<file path="src/rtl/l2t_sii_pkg.sv">
// l2t_sii_pkg: shared constants and types for the SII->L2T request receiver.
//  - opes encodings and header field bit positions
//  - payload beat counts per opes (beats after the address beat)
//  - IQ entry struct and receiver FSM state enum
package l2t_sii_pkg;

  localparam logic [3:0] OPES_RD  = 4'b0001;
  localparam logic [3:0] OPES_WRI = 4'b0010;
  localparam logic [3:0] OPES_WR8 = 4'b0100;

  // Header beat layout. Bits [31] and [23:22] carry nothing for L2T.
  localparam int OPES_HI  = 30;
  localparam int OPES_LO  = 27;
  localparam int CFG_HI   = 26;
  localparam int CFG_LO   = 24;
  localparam int TAG_HI   = 21;
  localparam int TAG_LO   = 8;
  localparam int ADDRH_HI = 7;
  localparam int ADDRH_LO = 0;

  // Payload beats following the address beat.
  localparam int LEN_RD  = 2;   // pad beats
  localparam int LEN_WR8 = 2;   // 64-bit data, MSW first
  localparam int LEN_WRI = 16;  // 64-byte data, MSW first

  localparam int WR8_W = 64;
  localparam int WIB_W = 512;

  typedef struct packed {
    logic [3:0]  cmd;
    logic [2:0]  cfg;
    logic [13:0] tag;
    logic [39:0] addr;
  } iq_entry_t;

  localparam int IQ_ENTRY_W = $bits(iq_entry_t);

  typedef enum logic [1:0] {
    ST_IDLE    = 2'd0,
    ST_ADDR    = 2'd1,
    ST_PAYLOAD = 2'd2
  } state_e;

  function automatic logic opes_legal(input logic [3:0] opes);
    return (opes == OPES_RD) || (opes == OPES_WRI) || (opes == OPES_WR8);
  endfunction

  // Value of the 4-bit payload beat counter on the final payload beat.
  function automatic logic [3:0] last_beat(input logic [3:0] opes);
    logic [3:0] last;
    case (opes)
      OPES_WRI: last = 4'(LEN_WRI - 1);
      OPES_WR8: last = 4'(LEN_WR8 - 1);
      default:  last = 4'(LEN_RD - 1);
    endcase
    return last;
  endfunction

endpackage

</file>
<file path="src/rtl/l2t_sii_fifo.sv">
// l2t_sii_fifo: generic synchronous FIFO.
//  clk, rst_n          clock, asynchronous active-low reset
//  push, push_data     write request; accepted when not full, or when full and a
//                      pop is accepted in the same cycle
//  pop                 read request; ignored when empty
//  pop_data            head entry, forced to 0 while empty
//  full, empty         status from pointers carrying one extra wrap bit
module l2t_sii_fifo #(
  parameter int WIDTH = 8,
  parameter int DEPTH = 4
) (
  input  logic             clk,
  input  logic             rst_n,
  input  logic             push,
  input  logic [WIDTH-1:0] push_data,
  input  logic             pop,
  output logic [WIDTH-1:0] pop_data,
  output logic             full,
  output logic             empty
);

  localparam int IW = (DEPTH > 1) ? $clog2(DEPTH) : 1;
  localparam int PW = $clog2(DEPTH) + 1;

  logic [PW-1:0]    wr_ptr_q, rd_ptr_q;
  logic [IW-1:0]    wr_idx, rd_idx;
  logic [WIDTH-1:0] mem_q [DEPTH];
  logic             push_ok, pop_ok;

  // Masking keeps the index at 0 for a single-entry FIFO.
  assign wr_idx = IW'(wr_ptr_q) & IW'(DEPTH - 1);
  assign rd_idx = IW'(rd_ptr_q) & IW'(DEPTH - 1);

  assign empty = (wr_ptr_q == rd_ptr_q);
  assign full  = (wr_ptr_q[PW-1] != rd_ptr_q[PW-1]) && (wr_idx == rd_idx);

  assign pop_ok  = pop && !empty;
  assign push_ok = push && (!full || pop_ok);

  assign pop_data = empty ? '0 : mem_q[rd_idx];

  always_ff @(posedge clk or negedge rst_n) begin
    if (!rst_n) begin
      wr_ptr_q <= '0;
      rd_ptr_q <= '0;
    end else begin
      if (push_ok) wr_ptr_q <= wr_ptr_q + PW'(1);
      if (pop_ok)  rd_ptr_q <= rd_ptr_q + PW'(1);
    end
  end

  always_ff @(posedge clk) begin
    if (push_ok) mem_q[wr_idx] <= push_data;
  end

endmodule

</file>
<file path="src/rtl/l2t_sii_req_rcv.sv">
// l2t_sii_req_rcv: L2T-side receiver for SII inbound requests.
//  iol2clk, arst_l       clock, asynchronous active-low reset
//  sii_l2t_req_vld       marks the header beat of a packet
//  sii_l2t_req[31:0]     packet beat
//  l2t_sii_iq_dequeue    registered pulse, one IQ entry consumed
//  l2t_sii_wib_dequeue   registered pulse, one WRI 64B buffer released
//  deq_vld / deq_rdy     head handshake to the L2 pipe
//  deq_cmd/cfg/tag/addr  head request fields
//  deq_data[511:0]       WRI data, WR8 data in [63:0], or 0 for RD
//  proto_err             registered pulse: illegal opes or header mid-packet
//  ovf_err               sticky: a packet was dropped for lack of IQ/WIB space
//  dbg_state             receiver FSM state
//
// Handshake: a head entry is transferred on every rising edge where
// deq_vld & deq_rdy; while deq_vld & !deq_rdy the deq_* outputs hold steady.
module l2t_sii_req_rcv
  import l2t_sii_pkg::*;
#(
  parameter int IQ_DEPTH  = 4,
  parameter int WIB_DEPTH = 2
) (
  input  logic         iol2clk,
  input  logic         arst_l,
  input  logic         sii_l2t_req_vld,
  input  logic [31:0]  sii_l2t_req,
  output logic         l2t_sii_iq_dequeue,
  output logic         l2t_sii_wib_dequeue,
  output logic         deq_vld,
  input  logic         deq_rdy,
  output logic [3:0]   deq_cmd,
  output logic [2:0]   deq_cfg,
  output logic [13:0]  deq_tag,
  output logic [39:0]  deq_addr,
  output logic [511:0] deq_data,
  output logic         proto_err,
  output logic         ovf_err,
  output state_e       dbg_state
);

  state_e         state_q, state_d;
  logic [3:0]     cnt_q, cnt_d;
  logic [3:0]     cmd_q;
  logic [2:0]     cfg_q;
  logic [13:0]    tag_q;
  logic [7:0]     addr_hi_q;
  logic [31:0]    addr_lo_q;
  logic [479:0]   sr_q;

  logic           hdr_legal, hdr_load, addr_load, shift_en, commit, proto_err_d;
  logic           is_wri, iq_room, wib_room, commit_ok;
  logic           iq_push, iq_pop, wib_push, wib_pop;
  logic           iq_full, iq_empty, wib_full, wib_empty;
  iq_entry_t      push_entry, head_entry;
  logic [63:0]    push_wr8, head_wr8;
  logic [511:0]   push_wib, head_wib;

  assign hdr_legal = opes_legal(sii_l2t_req[OPES_HI:OPES_LO]);
  assign dbg_state = state_q;

  // ---------------- FSM ----------------
  always_comb begin
    state_d     = state_q;
    cnt_d       = cnt_q;
    hdr_load    = 1'b0;
    addr_load   = 1'b0;
    shift_en    = 1'b0;
    commit      = 1'b0;
    proto_err_d = 1'b0;
    if (sii_l2t_req_vld) begin
      // A header always restarts the receiver; any packet in flight is dropped.
      cnt_d = '0;
      if (state_q != ST_IDLE) proto_err_d = 1'b1;
      if (hdr_legal) begin
        hdr_load = 1'b1;
        state_d  = ST_ADDR;
      end else begin
        proto_err_d = 1'b1;
        state_d     = ST_IDLE;
      end
    end else begin
      case (state_q)
        ST_IDLE: state_d = ST_IDLE;
        ST_ADDR: begin
          addr_load = 1'b1;
          cnt_d     = '0;
          state_d   = ST_PAYLOAD;
        end
        ST_PAYLOAD: begin
          shift_en = 1'b1;
          if (cnt_q == last_beat(cmd_q)) begin
            commit  = 1'b1;
            cnt_d   = '0;
            state_d = ST_IDLE;
          end else begin
            cnt_d = cnt_q + 4'd1;
          end
        end
        default: state_d = ST_IDLE;
      endcase
    end
  end

  always_ff @(posedge iol2clk or negedge arst_l) begin
    if (!arst_l) begin
      state_q   <= ST_IDLE;
      cnt_q     <= '0;
      cmd_q     <= '0;
      cfg_q     <= '0;
      tag_q     <= '0;
      addr_hi_q <= '0;
      addr_lo_q <= '0;
    end else begin
      state_q <= state_d;
      cnt_q   <= cnt_d;
      if (hdr_load) begin
        cmd_q     <= sii_l2t_req[OPES_HI:OPES_LO];
        cfg_q     <= sii_l2t_req[CFG_HI:CFG_LO];
        tag_q     <= sii_l2t_req[TAG_HI:TAG_LO];
        addr_hi_q <= sii_l2t_req[ADDRH_HI:ADDRH_LO];
      end
      if (addr_load) addr_lo_q <= sii_l2t_req;
    end
  end

  // Payload shifts in MSW first; the final beat joins directly at commit,
  // so only 15 words need storing.
  always_ff @(posedge iol2clk) begin
    if (shift_en) sr_q <= {sr_q[447:0], sii_l2t_req};
  end

  // ---------------- commit ----------------
  assign is_wri    = (cmd_q == OPES_WRI);
  assign iq_pop    = deq_vld && deq_rdy;
  assign wib_pop   = iq_pop && (head_entry.cmd == OPES_WRI) && !wib_empty;
  // A pop in the same cycle frees its slot, so a full queue can still accept.
  assign iq_room   = !iq_full || iq_pop;
  assign wib_room  = !wib_full || wib_pop;
  assign commit_ok = commit && iq_room && (!is_wri || wib_room);
  assign iq_push   = commit_ok;
  assign wib_push  = commit_ok && is_wri;

  assign push_entry = '{cmd: cmd_q, cfg: cfg_q, tag: tag_q, addr: {addr_hi_q, addr_lo_q}};
  assign push_wr8   = (cmd_q == OPES_WR8) ? {sr_q[31:0], sii_l2t_req} : '0;
  assign push_wib   = {sr_q, sii_l2t_req};

  l2t_sii_fifo #(
    .WIDTH (IQ_ENTRY_W + WR8_W),
    .DEPTH (IQ_DEPTH)
  ) u_iq (
    .clk       (iol2clk),
    .rst_n     (arst_l),
    .push      (iq_push),
    .push_data ({push_entry, push_wr8}),
    .pop       (iq_pop),
    .pop_data  ({head_entry, head_wr8}),
    .full      (iq_full),
    .empty     (iq_empty)
  );

  l2t_sii_fifo #(
    .WIDTH (WIB_W),
    .DEPTH (WIB_DEPTH)
  ) u_wib (
    .clk       (iol2clk),
    .rst_n     (arst_l),
    .push      (wib_push),
    .push_data (push_wib),
    .pop       (wib_pop),
    .pop_data  (head_wib),
    .full      (wib_full),
    .empty     (wib_empty)
  );

  // ---------------- head outputs ----------------
  assign deq_vld  = !iq_empty;
  assign deq_cmd  = head_entry.cmd;
  assign deq_cfg  = head_entry.cfg;
  assign deq_tag  = head_entry.tag;
  assign deq_addr = head_entry.addr;

  always_comb begin
    deq_data = '0;
    case (head_entry.cmd)
      OPES_WRI: deq_data = head_wib;
      OPES_WR8: deq_data = {448'b0, head_wr8};
      default:  deq_data = '0;
    endcase
  end

  always_ff @(posedge iol2clk or negedge arst_l) begin
    if (!arst_l) begin
      l2t_sii_iq_dequeue  <= 1'b0;
      l2t_sii_wib_dequeue <= 1'b0;
      proto_err           <= 1'b0;
      ovf_err             <= 1'b0;
    end else begin
      l2t_sii_iq_dequeue  <= iq_pop;
      l2t_sii_wib_dequeue <= wib_pop;
      proto_err           <= proto_err_d;
      if (commit && !commit_ok) ovf_err <= 1'b1;
    end
  end

endmodule

</file>
<file path="config.mk">
export PLATFORM = sky130hd
export DESIGN_NAME = l2t_sii_req_rcv
export DESIGN_NICKNAME = d
export VERILOG_FILES = /design/src/rtl/l2t_sii_pkg.sv /design/src/rtl/l2t_sii_fifo.sv /design/src/rtl/l2t_sii_req_rcv.sv
export SDC_FILE = /design/constraint.sdc
export NUM_CORES = 2
export LEC_CHECK = 0
export ABC_AREA = 1
export CAP_MARGIN = 5
export CORE_MARGIN = 3
export CORE_UTILIZATION = 52
export CTS_CLUSTER_DIAMETER = 50
export DETAILED_ROUTE_END_ITERATION = 10
export GPL_TIMING_DRIVEN = 0
export PLACE_DENSITY_LB_ADDON = 0.25
export SYNTH_ARGS = -nofsm -noshare
export SYNTH_HDL_FRONTEND = slang
export SYNTH_SLANG_ARGS = --single-unit
</file>
<file path="constraint.sdc">
create_clock -name iol2clk -period 35.5 [get_ports iol2clk]
set_clock_uncertainty 0.2 [all_clocks]
set_input_delay 7.1 -clock iol2clk [delete_from_list [all_inputs] [get_ports iol2clk]]
set_output_delay 7.1 -clock iol2clk [all_outputs]
set_load 0.03 [all_outputs]
</file>
==> run_results.csv <==
group,metric,value,unit
hold_path,min_path_cells,0,
hold_path,whs_endpoint,"u_wib.mem_q[0][490]",
clock_network,clock-sinks,2085,
detailed_routing,routed_wirelength,199.1,mm
grt,grtUsageTotal,0.2558,
timing,tns,0,ns
worst_setup_path,regToRegStartpoint,"u_iq.rd_ptr_q[1]",
clock_network,cts.htree.levels,4,
clock_network,clk_pin_slew_worst_paths,0.06,ns
clock_network,postCtsHoldBufs,0,
logic_synthesis,seq_area_frac_synth,0.8030,
timing,hold_viol_final,0,
timing,worst_slew_pin_slew,1.160,ns
logic_synthesis,yosys_warnings,0,
worst_setup_path,setup.worst_path.end_class,"primary output",
grt,antenna_found_initial,4,
worst_setup_path,cp.arrival,4.92,ns
cells_and_area,final_util,0.6352,
floorplanning,die_area,153600,um2
cells_and_area,area_growth,21.24,%
power_and_ir_drop,p_leak,31.50,nW
logic_synthesis,synthArstFlopShare,0.03885,
grt,grt_pass1_wl,287.0,mm
grt,grt_overflow,0,
detailed_routing,drt_pass1_iterations,5,
floorplanning,num_io_pins,616,
cells_and_area,seq_area,62200,um2
detailed_routing,drt_iter0_drc,4588,
place,dpl_cell_area,87180,um2
floorplanning,rows,141,
clock_network,cts_buffers,208,
worst_setup_path,crit_fanout,10,
clock_network,post_cts_buffers,0,
worst_setup_path,cp-start-kind,"register",
logic_synthesis,synthesis.nets,5096,
worst_setup_path,required,28.20,ns
hold_path,hold_path.class,"register to register",
hold_path,hp-start,"sr_q[458]",
floorplanning,initial_core_util,0.5240,
cells_and_area,finalNetCount,5970,
floorplanning,die_h,392.0,um
detailed_routing,via_count,44440,
detailed_routing,wl_per_cell,24.77,um
timing,rsz0062_at_grt,"false",
logic_synthesis,syn_area,77460,um2
timing,setup_violations,0,
worst_setup_path,reg2reg_depth,13,
cells_and_area,final_area,93910,um2
job,cap_violations,0,
clock_network,root_buffer,"clkbuf_16",
grt,grt_max_degree,119,
place,dp_hpwl,134.6,mm
logic_synthesis,ys.flop_type,"edfxtp_1",
place,portBuffers,615,
timing,fin_crit,12.22,ns
detailed_routing,drt.antenna.violating_nets,0,
detailed_routing,routed_via_density,5.528,
clock_network,cts_tree,"built",
logic_synthesis,synth-edff-count,2004,
cells_and_area,multi_input_area,13140,um2
timing,fmax,81.82,MHz
cells_and_area,drive_above_1_share,0.1538,
timing,finalMaxSlewViolations,0,
clock_network,cts_resized,0,
power_and_ir_drop,cellPowerDensity,75.70,nW/um2
clock_network,insertion_delay,0.82,ns
logic_synthesis,ys_ff_latch,2085,
floorplanning,core_area,147800,um2
worst_setup_path,r2r_setup_slack,30.64,ns
detailed_routing,drc_errors,0,
timing,max_slew_margin,0.2270,
cells_and_area,fillCellCount,10380,
worst_setup_path,critPathKind,"register to primary output",
outcome,status,"complete, no violations",
logic_synthesis,synthCells,5054,
clock_network,clock_path_buffers,3,
worst_setup_path,r2r_end,"u_wib.mem_q[0][353]",
place,place_congestion,0.8273,
power_and_ir_drop,ir_drop,0.00007839,V
logic_synthesis,synth_cell_types,36,
grt,grt_pass1_vias,43390,
floorplanning,die-width,392.0,um
timing,min_period_over_period,0.3443,
logic_synthesis,syn_avg_cell_area,15.33,um2
==> registers in the layout, indices dropped and copies added, names as in the netlist <==
signal,cells
u_wib.mem_q,1024
u_iq.mem_q,500
sr_q,480
addr_lo_q,32
tag_q,14
addr_hi_q,8
cmd_q,4
cnt_q,4
cfg_q,3
u_iq.rd_ptr_q,3
u_iq.wr_ptr_q,3
dbg_state,2
u_wib.rd_ptr_q,2
u_wib.wr_ptr_q,2
l2t_sii_iq_dequeue,1
l2t_sii_wib_dequeue,1
ovf_err,1
proto_err,1
==> stage by stage <==
step | hold slack, ns | std cells | setup slack (ns) | total power, mW
after floorplan | 0.2215 | 5054 | 3.826 | 4.093
after global placement | 0.2220 | 7599 | -12.08 | 5.011
after detailed placement | 0.2310 | 7648 | 23.76 | 5.026
after CTS | 0.2419 | 8034 | 23.07 | 7.145
after global routing | 0.2414 | 8035 | 23.07 | 7.370
final | 0.2421 | 8038 | 23.28 | 7.109
==> worst max-delay path, cell delays in order (launching register included) <==
cell	delay [ns]
dfrtp_1	0.35
buf_2	0.32
inv_2	0.51
clkbuf_1	0.59
clkbuf_1	0.76
clkbuf_1	0.50
nand2_1	0.14
a21oi_2	0.19
clkdlybuf4s50_1	0.70
==> how the worst max path moves through the flow <==
| stage | from | to | cells after the start |
|---|---|---|---|
| 6_report | u_wib.rd_ptr_q[0] | deq_data[381] | 8 |
| 5_1_grt | u_wib.rd_ptr_q[0] | deq_data[333] | 8 |
| 4_1_cts | u_wib.rd_ptr_q[0] | deq_data[381] | 8 |
| 3_5_place_dp | sii_l2t_req_vld | u_wib.mem_q[0][353] | 10 |
| 3_3_place_gp | sii_l2t_req_vld | u_wib.mem_q[1][433] | 6 |
| 2_1_floorplan | sii_l2t_req_vld | u_wib.mem_q[1][0] | 5 |
==> cell type report <==
class,instances,share of cell area
buffer,283,0.01616
clock inverter,116,0.01159
inverter,169,0.006941
multi-input combinational,2517,0.1399
timing repair buffer,664,0.07725
sequential,2085,0.6624
clock buffer,270,0.05997
antenna,4,0.0001066
tap,1930,0.02571
==> synthesized netlist by cell type, types with 55 or more instances <==
master,number,area [um2]
dfrtp_1,81,2027
or2_2,64,400.4
clkbuf_1,185,694.4
inv_1,165,619.3
buf_6,55,619.3
o21ai_0,241,1206
a21oi_1,127,635.6
o22ai_1,89,556.8
edfxtp_1,2004,60180
nand2_1,1270,4767
a21oi_2,388,3398
nor2_1,193,724.4
a32o_1,64,640.6
==> power breakdown <==
group | leakage, nW | total, mW | internal (mW) | switching [mW]
sequential | 19.1 | 2.76 | 2.73 | 0.0299
clock | 3.26 | 2.13 | 1.21 | 0.925
combinational | 9.10 | 2.22 | 0.674 | 1.54
==> kinds of logic (layout without fill, tap and decap cells) <==
family / Yosys count / count (layout) / share of synthesized area
other: 0 / 4 / 0
DFF: 2085 / 2085 / 0.8030
xor gates and xnor gates: 9 / 9 / 0.001018
and+or+nand+nor: 1557 / 1557 / 0.07850
buffers and inverters: 452 / 1502 / 0.02781
adders and majority gates: 6 / 6 / 0.0009691
AOI/OAI and AO/OA: 945 / 945 / 0.08866
==> metal layers <==
| metal | track usage | part of all wire | vias up |
|---|---|---|---|
| li1 | - | - | 20040 |
| met1 | 0.3309 | 0.38 | 22030 |
| met2 | 0.4271 | 0.50 | 2017 |
| met3 | 0.05345 | 0.085 | 341 |
| met4 | 0.09901 | 0.038 | 2 |
| met5 | 0 | 0.000065 | - |
==> cells in the final DEF, fill, tap and decap left out, types with 17 or more instances in the layout <==
master	netlist	layout
o22ai_2	32	32
edfxtp_1	2004	2004
clkdlybuf4s50_1	0	614
a21oi_2	388	388
buf_6	55	55
clkinv_1	0	39
clkbuf_1	185	231
nand2_1	1270	1270
o21ai_0	241	241
o22ai_1	89	89
dfrtp_1	81	81
a32o_1	64	64
clkbuf_16	0	211
buf_2	28	28
or2_2	64	64
clkinv_2	0	27
a21oi_1	127	127
inv_1	165	163
buf_12	0	33
nand3_1	17	17
nor2_1	193	188
Power figures use the tool's default switching activity.
